**src/rtl/traffic_phase_sched.sv**
```systemverilog
// Two-road intersection phase scheduler: sequences green/yellow/all-red lamp groups,
// supports demand gap-out and emergency all-red hold, and drives a BCD countdown.
module traffic_phase_sched #(
    parameter int unsigned GREEN1_S    = 30,
    parameter int unsigned GREEN2_S    = 20,
    parameter int unsigned YELLOW_S    = 3,
    parameter int unsigned ALLRED_S    = 1,
    parameter int unsigned MIN_GREEN_S = 5
) (
    input  logic       i_clk,
    input  logic       i_reset,
    input  logic       i_tick,
    input  logic       i_req1,
    input  logic       i_req2,
    input  logic       i_emerg,
    output logic       o_red1,
    output logic       o_yellow1,
    output logic       o_green1,
    output logic       o_red2,
    output logic       o_yellow2,
    output logic       o_green2,
    output logic [2:0] o_phase,
    output logic [6:0] o_remain,
    output logic [3:0] o_rem_tens,
    output logic [3:0] o_rem_ones
);

    localparam logic [2:0] ST_G1  = 3'd0;
    localparam logic [2:0] ST_Y1  = 3'd1;
    localparam logic [2:0] ST_AR1 = 3'd2;
    localparam logic [2:0] ST_G2  = 3'd3;
    localparam logic [2:0] ST_Y2  = 3'd4;
    localparam logic [2:0] ST_AR2 = 3'd5;
    localparam logic [2:0] ST_EMG = 3'd6;

    localparam logic [6:0] D_G1 = 7'(GREEN1_S);
    localparam logic [6:0] D_G2 = 7'(GREEN2_S);
    localparam logic [6:0] D_Y  = 7'(YELLOW_S);
    localparam logic [6:0] D_AR = 7'(ALLRED_S);

    // Lamp vector order: {red1, yellow1, green1, red2, yellow2, green2}
    localparam logic [5:0] LAMPS_RESET = 6'b001_100;

    function automatic logic [3:0] bcd_tens(input logic [6:0] v);
        return 4'(v / 7'd10);
    endfunction

    function automatic logic [3:0] bcd_ones(input logic [6:0] v);
        return 4'(v % 7'd10);
    endfunction

    logic [2:0] r_state;
    logic [6:0] r_remain;
    logic [5:0] r_lamps;
    logic [3:0] r_tens;
    logic [3:0] r_ones;

    logic [2:0] w_state_nxt;
    logic [6:0] w_remain_nxt;
    logic [5:0] w_lamps_nxt;
    logic       w_last;
    logic       w_gap1;
    logic       w_gap2;

    // Elapsed-green test rewritten as remain + MIN <= GREEN + 1 to avoid underflow.
    assign w_last = (r_remain <= 7'd1);
    assign w_gap1 = i_req2 & ~i_req1 &
                    (({1'b0, r_remain} + 8'(MIN_GREEN_S)) <= (8'(GREEN1_S) + 8'd1));
    assign w_gap2 = i_req1 & ~i_req2 &
                    (({1'b0, r_remain} + 8'(MIN_GREEN_S)) <= (8'(GREEN2_S) + 8'd1));

    // State, countdown and all registered outputs.
    always_ff @(posedge i_clk) begin
        if (i_reset) begin
            r_state  <= ST_G1;
            r_remain <= D_G1;
            r_lamps  <= LAMPS_RESET;
            r_tens   <= bcd_tens(D_G1);
            r_ones   <= bcd_ones(D_G1);
        end else begin
            r_state  <= w_state_nxt;
            r_remain <= w_remain_nxt;
            r_lamps  <= w_lamps_nxt;
            r_tens   <= bcd_tens(w_remain_nxt);
            r_ones   <= bcd_ones(w_remain_nxt);
        end
    end

    // Next phase and countdown; emergency in green preempts tick handling.
    always_comb begin
        w_state_nxt  = r_state;
        w_remain_nxt = r_remain;
        case (r_state)
            ST_G1: begin
                if (i_emerg) begin
                    w_state_nxt  = ST_Y1;
                    w_remain_nxt = D_Y;
                end else if (i_tick && (w_last || w_gap1)) begin
                    w_state_nxt  = ST_Y1;
                    w_remain_nxt = D_Y;
                end else if (i_tick) begin
                    w_remain_nxt = r_remain - 7'd1;
                end else begin
                    w_remain_nxt = r_remain;
                end
            end
            ST_Y1: begin
                if (i_tick && w_last) begin
                    w_state_nxt  = ST_AR1;
                    w_remain_nxt = D_AR;
                end else if (i_tick) begin
                    w_remain_nxt = r_remain - 7'd1;
                end else begin
                    w_remain_nxt = r_remain;
                end
            end
            ST_AR1: begin
                if (i_tick && w_last && i_emerg) begin
                    w_state_nxt  = ST_EMG;
                    w_remain_nxt = 7'd0;
                end else if (i_tick && w_last) begin
                    w_state_nxt  = ST_G2;
                    w_remain_nxt = D_G2;
                end else if (i_tick) begin
                    w_remain_nxt = r_remain - 7'd1;
                end else begin
                    w_remain_nxt = r_remain;
                end
            end
            ST_G2: begin
                if (i_emerg) begin
                    w_state_nxt  = ST_Y2;
                    w_remain_nxt = D_Y;
                end else if (i_tick && (w_last || w_gap2)) begin
                    w_state_nxt  = ST_Y2;
                    w_remain_nxt = D_Y;
                end else if (i_tick) begin
                    w_remain_nxt = r_remain - 7'd1;
                end else begin
                    w_remain_nxt = r_remain;
                end
            end
            ST_Y2: begin
                if (i_tick && w_last) begin
                    w_state_nxt  = ST_AR2;
                    w_remain_nxt = D_AR;
                end else if (i_tick) begin
                    w_remain_nxt = r_remain - 7'd1;
                end else begin
                    w_remain_nxt = r_remain;
                end
            end
            ST_AR2: begin
                if (i_tick && w_last && i_emerg) begin
                    w_state_nxt  = ST_EMG;
                    w_remain_nxt = 7'd0;
                end else if (i_tick && w_last) begin
                    w_state_nxt  = ST_G1;
                    w_remain_nxt = D_G1;
                end else if (i_tick) begin
                    w_remain_nxt = r_remain - 7'd1;
                end else begin
                    w_remain_nxt = r_remain;
                end
            end
            ST_EMG: begin
                if (i_tick && !i_emerg) begin
                    w_state_nxt  = ST_G1;
                    w_remain_nxt = D_G1;
                end else begin
                    w_remain_nxt = 7'd0;
                end
            end
            default: begin
                w_state_nxt  = ST_G1;
                w_remain_nxt = D_G1;
            end
        endcase
    end

    // Lamp decode of the upcoming state so lamps register alongside the phase.
    always_comb begin
        w_lamps_nxt = 6'b100_100;
        case (w_state_nxt)
            ST_G1:   w_lamps_nxt = 6'b001_100;
            ST_Y1:   w_lamps_nxt = 6'b010_100;
            ST_G2:   w_lamps_nxt = 6'b100_001;
            ST_Y2:   w_lamps_nxt = 6'b100_010;
            default: w_lamps_nxt = 6'b100_100;
        endcase
    end

    assign o_red1     = r_lamps[5];
    assign o_yellow1  = r_lamps[4];
    assign o_green1   = r_lamps[3];
    assign o_red2     = r_lamps[2];
    assign o_yellow2  = r_lamps[1];
    assign o_green2   = r_lamps[0];
    assign o_phase    = r_state;
    assign o_remain   = r_remain;
    assign o_rem_tens = r_tens;
    assign o_rem_ones = r_ones;

endmodule


```
**config.mk**
```make
export PLATFORM = sky130hd
export DESIGN_NAME = traffic_phase_sched
export DESIGN_NICKNAME = d
export VERILOG_FILES = /design/src/rtl/traffic_phase_sched.sv
export SDC_FILE = /design/constraint.sdc
export NUM_CORES = 1
export LEC_CHECK = 0
export ABC_CLOCK_PERIOD_IN_PS = 5500
export CAP_MARGIN = 0
export CELL_PAD_IN_SITES_DETAIL_PLACEMENT = 1
export CELL_PAD_IN_SITES_GLOBAL_PLACEMENT = 2
export CORE_AREA = 3 3 77 79
export DETAILED_ROUTE_END_ITERATION = 6
export DIE_AREA = 0 0 80 82
export PLACE_DENSITY_LB_ADDON = 0.2
export SYNTH_ARGS = -nofsm -noshare
export SYNTH_HDL_FRONTEND = slang
export SYNTH_SLANG_ARGS = --single-unit
```
**constraint.sdc**
```tcl
create_clock -name i_clk -period 5.5 [get_ports i_clk]
set_input_delay 1.1 -clock i_clk [delete_from_list [all_inputs] [get_ports i_clk]]
set_output_delay 1.1 -clock i_clk [all_outputs]
set_load 0.01 [all_outputs]
```
======== Yosys cells after proc, flatten, opt, wreduce, memory -nomap -nowiden ========
Cells that the tools add are included.
word-level totals
  latch bits .............................. 0
  input port bits ......................... 6
  output and inout port bits .............. 24
  memories ................................ 0
  register bits ........................... 24
  bits in writable memories ............... 0
  memory bits (read-only) ................. 0
  word-level logic and storage cells ...... 63
operators by class
  muxes and demuxes ....................... 25
  multiply operators ...................... 0
  bitwise gates (word level) .............. 6
  add/sub/neg operators ................... 2
  order comparisons ....................... 3
  reductions and logical operators ........ 11
  shift operators ......................... 0
  equality and inequality tests ........... 9
  divide/modulo/power cells ............... 2
operator list
  kind                                                                              count
  7-bit two-way mux                                                                 10
  7-bit case mux with 6 select lines                                                1
  3-bit two-way mux                                                                 11
  6-bit case mux with 4 select lines                                                1
  3-bit case mux with 7 select lines                                                1
  8-bit by 5-bit less-or-equal comparator with 1-bit output, second input constant  2
  3-bit equality test, second input constant                                        4
  3-bit by 2-bit equality test with 1-bit output, second input constant             3
  7-bit by 3-bit adder with 8-bit output, second input constant                     1
  7-bit by 4-bit divider with 7-bit output, second input constant                   1
  7-bit by 1-bit less-or-equal comparator with 1-bit output, second input constant  1
  7-bit by 4-bit modulo with 7-bit output, second input constant                    1
  7-bit by 1-bit subtractor with 7-bit output, second input constant                1
  3-bit by 1-bit equality test with 1-bit output, second input constant             2
  3-bit zero test                                                                   2
  1-bit logical AND                                                                 5
  5-bit two-way mux                                                                 1
  1-bit bitwise AND                                                                 4
  1-bit logical OR                                                                  2
  1-bit inverter                                                                    2
  2-bit OR reduction                                                                1
  1-bit zero test                                                                   1

======== Longest topological paths before layout ========
Gate-level depths: netlist (run 1).
  depth after elaboration ................. 10
  gate-level depth with buffers ........... 17
  mapped depth without buffers ............ 15

======== Least setup slack after synthesis (run 1) ========
OpenSTA, ideal clock, no wires.
  kind .................................... input -> register
  start point ............................. input i_tick
  end point ............................... register r_ones[1] (netlist: o_rem_ones[1])
  stages on the path ...................... 13
  path slack .............................. 1.557 ns
  data arrival time ....................... 3.870 ns
  buffers on the path ..................... 1
  required time ........................... 5.427 ns
  cells stage by stage .................... or4b_4 or4_4 a21oi_4 and2_1 buf_4 nand2_1 a22oi_2 xnor2_2 inv_1 ha_1 inv_1 or4_1 o211ai_2
on the way
  word-level cells in the longest chain between the ends .. 5
  elaborated cells on any way between the ends .. 18
  those cells by class .................... div: 1; mux: 12; reduce/logical: 5
RTL lines
  item                                             RTL line  RTL
  start, declared                                  12        input logic i_tick,
  7-bit two-way mux, or another cell as far along  n/a
  7-bit two-way mux, or another cell as far along  157       end else if (i_tick && w_last) begin
  7-bit two-way mux, on equally long branches      n/a
  7-bit case mux with 6 select lines *             93        case (r_state)
  7-bit by 4-bit modulo with 7-bit output *        49        return 4'(v % 7'd10);
  end signal, assigned                             79        r_ones <= bcd_ones(D_G1);
  end signal, assigned                             85        r_ones <= bcd_ones(w_remain_nxt);
  end, declared                                    56        logic [3:0] r_ones;
Every way passes the cells marked *; elsewhere a longest branch is shown, timed or not.
A chain may end at the register's enable or synchronous reset.

======== Final worst setup path (run 1) ========
Same ends and word-level chain as after synthesis.

==> results by group, run 1 <==
Worst setup path
  • Setup CP Type: input pin to flip-flop
  • Critical path endpoint category: flip-flop
  • Worst R2R End: o_rem_ones[1]
  • R2R cell count: 17
  • Flop2flop setup slack: 1490 ps
  • Crit start category: input pin
  • Worst Path Max Fanout: 12
  • Worst path required time: 5690 ps
  • FF-to-FF Start: o_remain[1]
  • Crit path DAT: 4790 ps

Clock network
  • Number of gates resized after cts: 0
  • CTS tree: done
  • Hold buffers post-CTS: 0
  • H-tree depth: 1
  • CTS max path bufs: 2
  • Clock-pin slew on the worst setup and hold paths: 80 ps
  • Root Driver: clkbuf_8
  • Worst-Skew Late Latency: 260 ps
  • Postcts setup bufs: 0
  • Clock sink total: 23
  • Total CTS buffers: 3

STA
  • Worst Hold Margin: 779 ps
  • Setup Viol. Count Final: 0
  • Setup TNS: 0 ps
  • Final period util: 83.6%
  • Setup WS post-layout: 902 ps
  • Final max-slew violation count: 0
  • Final Critical Period: 4600 ps
  • Final Hold Viols: 0
  • Worst slew margin: 29.1%
  • Clock skew: 9.85 ps
  • Slew @ Worst Pin: 1050 ps
  • Max frequency: 0.218 GHz
  • RSZ-0062 raised after global routing: false

Route
  • Wire length per cell: 15.5 µm
  • Via count: 1724
  • Total length of routed wires: 4.93 mm
  • Post-DRT Antenna Nets: 0
  • Via density: 5.42
  • Router iterations before antenna repair: 4
  • Residual DRC: 0
  • Initial DRC Count: 75

Die
  • Num rows: 27
  • I/O pins: 30
  • Die height: 82 µm
  • Initial core utilization: 32.4%
  • Total die area: 6560 µm²
  • Core Box Area: 5410 µm²
  • Die width: 80 µm

Layout
  • Antenna cell count: 0
  • Post-Layout Cell Count: 318
  • Area Overhead vs Synth: 21.9%
  • # nets final: 257
  • Layout cells sized above 1: 13.4%
  • Filler instances: 668

Synth
  • Most area-hungry cell type in the Yosys netlist: dfxtp_1
  • Syn avg cell area: 7.82 µm²
  • Post-synthesis sequential element count: 23
  • Most numerous cell in the Yosys netlist: nand2_1
  • Post-Syn Instances: 224
  • Post-synth EDFFs: 0
  • Distinct cells, synth: 62
  • Share of the synthesized area in the top cell type: 26.3%
  • Netlist Area Pre-Place: 1750 µm²
  • Sequential-to-total area share from yosys stat: 26.3%
  • Ys Warns: 0
  • Synth cell count leaders: nand2_1, dfxtp_1, nor2_1, a21oi_1, inv_1
  • Post-Syn Nets: 234
  • Synth async-reset ratio: 0%
  • Main synth FF type: dfxtp_1
  • Top cells by area, synth: dfxtp_1, nand2_1, nor2_1

Placed design
  • Dpl cells: 314
  • Dpl ws: 698 ps
  • Dpl hpwl: 3.72 mm
  • Routability cong.: 0.908
  • PortBufs: 29

Global routing
  • Global-route wire length before repair: 8.26 mm
  • GRT Total Usage: 15.8%
  • Largest net degree at the start of global routing: 20
  • Initial antenna violation count: 0
  • GRT overflow: 0
  • Vias in the first global route: 1677

Flow run
  • Max-Cap Viols: 0

Hold path
  • Hold wc startpoint: o_phase[0]
  • Hold Crit Class: flip-flop to flip-flop
  • Hold path cells: 2
  • Hold EP: r_lamps[1]

Power
  • Max IR drop VDD: 0.000141 V
  • Pwr/cell area: 219 nW/µm²
  • Pleak: 0.821 nW

Status
  • Status: finished clean
==> routing by layer <==
metal  GRT usage (%)  vias up  share of wire (%)
met5               0        -                  0
met4            4.56        0               0.79
met3            2.85        4                4.7
met2            23.3       42                 43
met1            23.2      828                 52
li1                -      850                  -
==> cells by family (layout without fill, tap and decap cells) <==
logic type,after synthesis,count (layout),share of synthesized area (%)
DFF,23,23,26.3
adders and majority gates,4,4,2.86
muxes,2,2,1.14
xor gates and xnor gates,9,9,4.93
and+or+nand+nor,100,100,33.0
buffers and inverters,27,49,6.93
AOI/OAI and AO/OA,59,59,24.9
==> layout make-up <==
cell class	count	area (µm²)	share of cell area [%]
multi-input combinational	174	1170	54.8
sequential	23	460	21.6
timing repair buffer	34	328	15.3
tap	72	90.1	4.22
clock buffer	3	41.3	1.93
inverter	11	41.3	1.93
clock inverter	1	5.00	0.234
==> through the flow <==
stage,cell area (µm²),utilization (%),power (mW)
after floorplan,1750,-,0.310
after global placement,2090,38.7,0.367
after detailed placement,2090,38.7,0.365
after CTS,2140,39.5,0.475
after global routing,2140,39.5,0.501
final,2140,39.5,0.467
==> report_power, final <==
| part | switching, mW | internal (mW) |
|---|---|---|
| registers | 0.0161 | 0.180 |
| logic | 0.0873 | 0.0791 |
| clock network | 0.0542 | 0.0505 |
==> flip-flops by register name, summed over array words and instances (netlist names) <==
register and cells:
o_rem_tens 4, r_lamps 6, o_remain 7, o_phase 3, o_rem_ones 3
==> worst max path at each step <==
stage,startpoint,endpoint,slack (ps),cells after the start
CTS,i_tick,o_rem_ones[1],930,16
global route,i_tick,o_rem_ones[1],630,15
global placement,i_tick,o_rem_ones[1],760,16
floorplan,i_tick,o_rem_ones[1],1560,13
finish,i_tick,o_rem_ones[1],900,16
detailed placement,i_tick,o_rem_ones[1],700,16
==> worst max-delay path, stage by stage <==
cell             delay [ps]
clkdlybuf4s50_1         540
or4b_4                  540
nor4_4                  230
buf_4                   210
or3_1                   120
o22ai_1                  70
buf_4                   210
and2_1                  220
nand2_1                 140
a22oi_2                 110
xnor2_2                 210
inv_1                    90
ha_1                    220
inv_1                    90
or4_1                   530
o211ai_2                150
==> layout by cell type, fill, tap and decap left out, types with 2 or more instances in the layout <==
master | Yosys | final
a211o_1 | 3 | 3
a211oi_1 | 4 | 4
a21o_1 | 2 | 2
a21oi_1 | 12 | 12
a21oi_2 | 2 | 2
a311oi_1 | 2 | 2
a31oi_1 | 2 | 2
and3_1 | 5 | 5
buf_4 | 2 | 5
clkbuf_8 | 0 | 3
clkdlybuf4s50_1 | 0 | 29
dfxtp_1 | 23 | 23
ha_1 | 4 | 4
inv_1 | 11 | 11
mux2i_1 | 2 | 2
nand2_1 | 24 | 24
nand2b_1 | 5 | 5
nand3_1 | 3 | 3
nand4_1 | 2 | 2
nor2_1 | 20 | 20
nor2b_1 | 5 | 5
nor3_1 | 9 | 9
nor3b_1 | 2 | 2
nor4b_1 | 2 | 2
o211ai_1 | 2 | 2
o211ai_2 | 2 | 2
o21ai_0 | 10 | 10
o21ai_1 | 2 | 2
o31ai_1 | 2 | 2
or2_2 | 5 | 5
or3_1 | 2 | 2
or4_4 | 3 | 3
or4b_1 | 2 | 2
xnor2_1 | 3 | 3
xor2_1 | 5 | 5
Power figures use the tool's default switching activity.
==> inputs of run 2 (changes only) <==
--- a/config.mk
+++ b/config.mk
@@ -5,13 +5,13 @@
 export SDC_FILE = /design/constraint.sdc
 export NUM_CORES = 1
 export LEC_CHECK = 0
-export ABC_CLOCK_PERIOD_IN_PS = 5500
+export ABC_CLOCK_PERIOD_IN_PS = 4160
 export CAP_MARGIN = 0
 export CELL_PAD_IN_SITES_DETAIL_PLACEMENT = 1
 export CELL_PAD_IN_SITES_GLOBAL_PLACEMENT = 2
-export CORE_AREA = 3 3 77 79
+export CORE_AREA = 3 3 84 86
 export DETAILED_ROUTE_END_ITERATION = 6
-export DIE_AREA = 0 0 80 82
+export DIE_AREA = 0 0 87 89
 export PLACE_DENSITY_LB_ADDON = 0.2
 export SYNTH_ARGS = -nofsm -noshare
 export SYNTH_HDL_FRONTEND = slang
==> constraint.sdc (replaced) <==
create_clock -name i_clk -period 4.16 [get_ports i_clk]
set_input_delay 0.832 -clock i_clk [delete_from_list [all_inputs] [get_ports i_clk]]
set_output_delay 0.832 -clock i_clk [all_outputs]
set_load 0.01 [all_outputs]
==> run 2 against run 1 <==
Count of clock-buffer cells in the layout up 1. Critical path depth fell by 2. Power grew 39%. Routed wire length rose by 10%.
==> results by group, run 2 (synthesis gave the netlist of run 1 again) <==
Status
  • Status: finished clean

STA
  • RSZ-0062 raised after global routing: false
  • Setup Viol. Count Final: 0 (unchanged)
  • Worst Hold Margin: 744 ps (-35.4 ps)
  • Slew @ Worst Pin: 688 ps (-362 ps)
  • Max frequency: 0.273 GHz
  • Clock skew: 8.10 ps (-1.75 ps)
  • Worst slew margin: 54.0% (+25 points)
  • Setup WS post-layout: 502 ps (-400 ps)
  • Final max-slew violation count: 0 (unchanged)
  • Final Hold Viols: 0 (unchanged)
  • Final Critical Period: 3660 ps
  • Final period util: 87.9%

Flow run
  • Max-Cap Viols: 0 (unchanged)

Layout
  • Most common cell after layout, fill and taps aside: buf_4
  • Max reg flops: 7 (unchanged)
  • # nets final: 284 (+11%)
  • Fin area: 2360 µm² (+10%)
  • Register area: 460 µm² (unchanged)
  • Area Overhead vs Synth: 34.6%
  • Antenna cell count: 0 (unchanged)
  • Filler instances: 774 (+16%)
  • Layout cells sized above 1: 22.3% (+8.9 points)
  • Most frequent cells in the layout: buf_4, clkdlybuf4s50_1, nand2_1
  • Post-Layout Cell Count: 350 (+10%)
  • Area of the multi-input gates: 1180 µm² (+1.1%)

Clock network
  • Number of gates resized after cts: 0 (unchanged)
  • Total CTS buffers: 3 (unchanged)
  • Clock sink total: 23 (unchanged)
  • H-tree depth: 1 (unchanged)
  • CTS tree: done
  • Clock-pin slew on the worst setup and hold paths: 90 ps (about the same)
  • Worst-Skew Late Latency: 270 ps (about the same)
  • Hold buffers post-CTS: 0 (unchanged)
  • Postcts setup bufs: 0 (unchanged)
  • CTS max path bufs: 2 (unchanged)
  • Root Driver: clkbuf_8

Die
  • Die width: 87 µm (+8.8%)
  • Total die area: 7740 µm² (+18%)
  • Die height: 89 µm (+8.5%)
  • Core Box Area: 6350 µm² (+17%)
  • I/O pins: 30 (unchanged)
  • Initial core utilization: 27.6% (-4.8 points)
  • Num rows: 29 (+7.4%)

Global routing
  • GRT overflow: 0 (unchanged)
  • Largest net degree at the start of global routing: 19 (-5.0%)
  • Initial antenna violation count: 0 (unchanged)
  • GRT Total Usage: 14.5% (-1.2 points)
  • Vias in the first global route: 1832 (+9.2%)
  • Global-route wire length before repair: 9.03 mm (+9.4%)

Power
  • Psw: 0.218 mW (+38%)
  • Pleak: 0.961 nW (+17%)
  • Max IR drop VDD: 0.000150 V (+6.6%)
  • Sequential share of power: 38.6% (-3.4 points)
  • Pwr/cell area: 276 nW/µm² (+26%)
  • Int Pwr: 0.432 mW (+40%)
  • Net Sw Frac: 33.5% (-0.22 points)
  • Combinational power share: 39.2% (+3.6 points)
  • Tot Pwr: 0.650 mW (+39%)
  • Clock power share: 22.2% (-0.2 points)

Placed design
  • Dpl cells: 346 (+10%)
  • Dpl ws: -134 ps (-832 ps)
  • Placed Area: 2300 µm² (+10%)
  • Routability cong.: 0.779 (-14%)
  • PortBufs: 29 (unchanged)
  • Dpl hpwl: 4.17 mm (+12%)

Worst setup path
  • Critical path endpoint category: flip-flop
  • Crit start category: input pin
  • Worst Path Max Fanout: 5 (-7)
  • Worst path required time: 4360 ps (-1330 ps)
  • Setup CP Type: input pin to flip-flop
  • Crit path DAT: 3860 ps (-930 ps)

Route
  • Initial DRC Count: 75 (unchanged)
  • Via count: 1775 (+3.0%)
  • Total length of routed wires: 5.43 mm (+10%)
  • Via density: 5.07 (-6.5%)
  • Wire length per cell: 15.5 µm (+0.15%)
  • Post-DRT Antenna Nets: 0 (unchanged)
  • Router iterations before antenna repair: 4 (unchanged)
  • Residual DRC: 0 (unchanged)

Hold path
  • Hold Crit Class: flip-flop to flip-flop
[run 2: critical path, stage by stage]
cell and delay [ps]:
dlymetal6s2s_1 140, or4b_4 530, or4_4 550, nand2_2 120, xnor2_1 160, a21boi_1 120
o32ai_2 150, a22oi_2 110, xnor2_2 170, inv_1 70, ha_1 150, inv_1 50
or4_1 530, o211ai_2 150
[run 2: routing by layer]
metal | part of all wire, % | vias to the layer above | routed length (µm) | global-route usage, %
met5 | 0 | - | 0 | 0
met4 | 0.57 | 0 | 31 | 2.69
met3 | 2.9 | 2 | 158 | 2.03
met2 | 45 | 25 | 2440 | 24.2
met1 | 52 | 845 | 2800 | 20.2
li1 | - | 903 | - | -
[run 2: worst paths after layout]
kind | cells past startpoint | slack, ps | startpoint | endpoint
max | 14 | 500 | i_tick | o_rem_ones[1]
min | 3 | 740 | o_phase[0] | r_lamps[1]
max reg2reg | 15 | 670 | o_remain[1] | o_rem_ones[1]
min reg2reg | 3 | 740 | o_phase[0] | r_lamps[1]
[run 2: power groups by stage]
stage               combinational (mW)  sequential, mW  clock (mW)
global placement                 0.254           0.256           0
finish                           0.255           0.251       0.144
floorplan                        0.148           0.262           0
detailed placement               0.255           0.256           0
global route                     0.282           0.253       0.159
CTS                              0.256           0.251       0.153
[run 2: per-stage QoR]
step	setup TNS, ps	util, %
3_3_place_gp	-40.3	36.2
2_1_floorplan	0	-
6_report	0	37.1
4_1_cts	0	36.9
3_5_place_dp	-192	36.2
5_1_grt	0	37.1
[run 2: area by class of cell]
| type | instances | area share, % |
|---|---|---|
| clock buffers | 4 | 1.91 |
| inverters | 11 | 1.75 |
| multi-input cells | 174 | 50.1 |
| flip-flops and latches | 23 | 19.5 |
| well taps | 77 | 4.08 |
| repair buffers | 61 | 22.6 |
==> inputs of run 3 (changes only) <==
--- a/config.mk
+++ b/config.mk
@@ -10,9 +10,11 @@
 export CELL_PAD_IN_SITES_DETAIL_PLACEMENT = 1
 export CELL_PAD_IN_SITES_GLOBAL_PLACEMENT = 2
 export CORE_AREA = 3 3 84 86
+export CTS_CLUSTER_SIZE = 24
 export DETAILED_ROUTE_END_ITERATION = 6
 export DIE_AREA = 0 0 87 89
 export PLACE_DENSITY_LB_ADDON = 0.2
+export RECOVER_POWER = 50
 export SYNTH_ARGS = -nofsm -noshare
 export SYNTH_HDL_FRONTEND = slang
 export SYNTH_SLANG_ARGS = --single-unit
==> run 3 against run 2 <==
Critical path depth unchanged. Sequential power about the same. Power down 1.0%. Utilization unchanged. Flip-flop and latch count unchanged. Design area unchanged. Cell count unchanged. Clock skew about the same. Routed wire length down 0.33%. Fmax down 0.30%. Combinational power down 3%. Critical path type unchanged.
==> results by group, run 3 (synthesis gave the netlist of run 1 again) <==
Status
  • Status: finished clean

Worst setup path
  • Crit path DAT: 3870 ps (about the same)
  • Worst Path Max Fanout: 5 (unchanged)
  • Worst path required time: 4360 ps (about the same)
  • CP startpoint: i_tick
  • FF-to-FF Start: o_remain[1]
  • Setup CP Type: input pin to flip-flop
  • Critical path endpoint category: flip-flop
  • Crit start category: input pin

Die
  • Num rows: 29 (unchanged)
  • Core Box Area: 6350 µm² (unchanged)
  • I/O pins: 30 (unchanged)
  • Initial core utilization: 27.6% (unchanged)
  • Die height: 89 µm (unchanged)
  • Die width: 87 µm (unchanged)
  • Total die area: 7740 µm² (unchanged)

Layout
  • Filler instances: 774 (unchanged)
  • Antenna cell count: 0 (unchanged)
  • Fin area: 2360 µm² (unchanged)
  • Post-Layout Cell Count: 350 (unchanged)
  • # nets final: 284 (unchanged)
  • Layout cells sized above 1: 22.3% (unchanged)
  • Most common cell after layout, fill and taps aside: buf_4
  • Max reg flops: 7 (unchanged)
  • Most frequent cells in the layout: buf_4, nand2_1, dfxtp_1, dlygate4sd3_1, nor2_1
  • Area Overhead vs Synth: 34.6% (unchanged)

Clock network
  • Root Driver: clkbuf_8
  • CTS max path bufs: 2 (unchanged)
  • Worst-Skew Late Latency: 270 ps (about the same)
  • CTS tree: done
  • H-tree depth: 1 (unchanged)
  • Clock sink total: 23 (unchanged)
  • Clock-pin slew on the worst setup and hold paths: 90 ps (about the same)
  • Postcts setup bufs: 0 (unchanged)
  • Number of gates resized after cts: 0 (unchanged)
  • Total CTS buffers: 3 (unchanged)
  • Hold buffers post-CTS: 0 (unchanged)

Route
  • Total length of routed wires: 5.42 mm (-0.33%)
  • Post-DRT Antenna Nets: 0 (unchanged)
  • Via density: 5.13 (+1.2%)
  • Initial DRC Count: 66 (-12%)
  • Wire length per cell: 15.5 µm (-0.33%)
  • Residual DRC: 0 (unchanged)
  • Via count: 1796 (+1.2%)
  • Router iterations before antenna repair: 4 (unchanged)

STA
  • Setup WS post-layout: 491 ps (-11.0 ps)
  • Worst slew margin: 54.2% (+0.17 points)
  • Clock skew: 7.74 ps (-0.360 ps)
  • RSZ-0062 raised after global routing: false
  • Slew @ Worst Pin: 685 ps (-2.55 ps)
  • Final Critical Period: 3670 ps (+11.0 ps)
  • Final Hold Viols: 0 (unchanged)
  • Final max-slew violation count: 0 (unchanged)
  • Worst Hold Margin: 743 ps (-0.653 ps)
  • Setup Viol. Count Final: 0 (unchanged)
  • Final period util: 88.2% (+0.27 points)
  • Max frequency: 0.273 GHz (-0.30%)

Global routing
  • Initial antenna violation count: 0 (unchanged)
  • M3 GR Usage: 2.03% (unchanged)
  • Global-route wire length before repair: 9.03 mm (unchanged)
  • Met2 usage: 24.2% (unchanged)
  • Vias in the first global route: 1832 (unchanged)
  • GR Layer Usage met1: 20.2% (unchanged)
  • GRT overflow: 0 (unchanged)
  • GRT Total Usage: 14.5% (unchanged)
  • Largest net degree at the start of global routing: 19 (unchanged)
  • Busiest grt layer: met2

Power
  • Pleak: 0.991 nW (+3.0%)
  • Pwr/cell area: 273 nW/µm² (-1.0%)
  • Max IR drop VDD: 0.000151 V (+0.52%)
  • Tot Pwr: 0.643 mW (-1.0%)

Hold path
  • Hold Crit Class: flip-flop to flip-flop
  • Hold wc startpoint: o_phase[0]

Placed design
  • PortBufs: 29 (unchanged)
  • Dpl ws: -134 ps (unchanged)
  • Dpl hpwl: 4.17 mm (unchanged)
  • Routability cong.: 0.779 (unchanged)
  • Dpl cells: 346 (unchanged)
  • Placed Area: 2300 µm² (unchanged)

Flow run
  • Max-Cap Viols: 0 (unchanged)
[run 3: cell count changes in the layout (fill, tap and decap cells not counted), sizes merged]
cell / previous run / this run
clkdlybuf4s50: 28 / 5
dlygate4sd3: 0 / 23
[run 3: routing by layer]
layer,wire (µm),up-vias,share of wire [%]
met4,31,0,0.57
met1,2760,863,51
met3,176,2,3.3
met5,0,-,0
li1,-,902,-
met2,2450,29,45
[run 3: layout make-up]
type	count	area, µm²	share of cell area (%)
tap	77	96.3	4.08
sequential	23	460	19.5
multi-input combinational	174	1180	50.1
timing repair buffer	61	533	22.6
clock buffer	4	45.0	1.91
inverter	11	41.3	1.75
[run 3: final timing paths]
path,endpoint,slack (ps),cells after the start
worst min-delay path,r_lamps[1],740,3
worst min register to register,r_lamps[1],740,3
worst max-delay path,o_rem_ones[1],490,14
worst max register to register,o_rem_ones[1],670,15
[run 3: report_power, final]
| group | switching, mW | internal [mW] | leakage (nW) |
|---|---|---|---|
| combinational | 0.129 | 0.119 | 0.779 |
| sequential | 0.0122 | 0.238 | 0.189 |
| clock | 0.0773 | 0.0684 | 0.0228 |
[run 3: worst max-delay path, stage by stage]
cell and delay, ps:
dlymetal6s2s_1 150, or4b_4 530, or4_4 550, nand2_2 120, xnor2_1 160, a21boi_1 130, o32ai_2 150, a22oi_2 110
xnor2_2 170, inv_1 70, ha_1 150, inv_1 50, or4_1 530, o211ai_2 150
[run 3: stage by stage]
step,util [%],setup TNS [ps]
6_report,37.1,0
4_1_cts,36.9,0
5_1_grt,37.1,0
3_5_place_dp,36.2,-192
3_3_place_gp,36.2,-40.3
2_1_floorplan,-,0
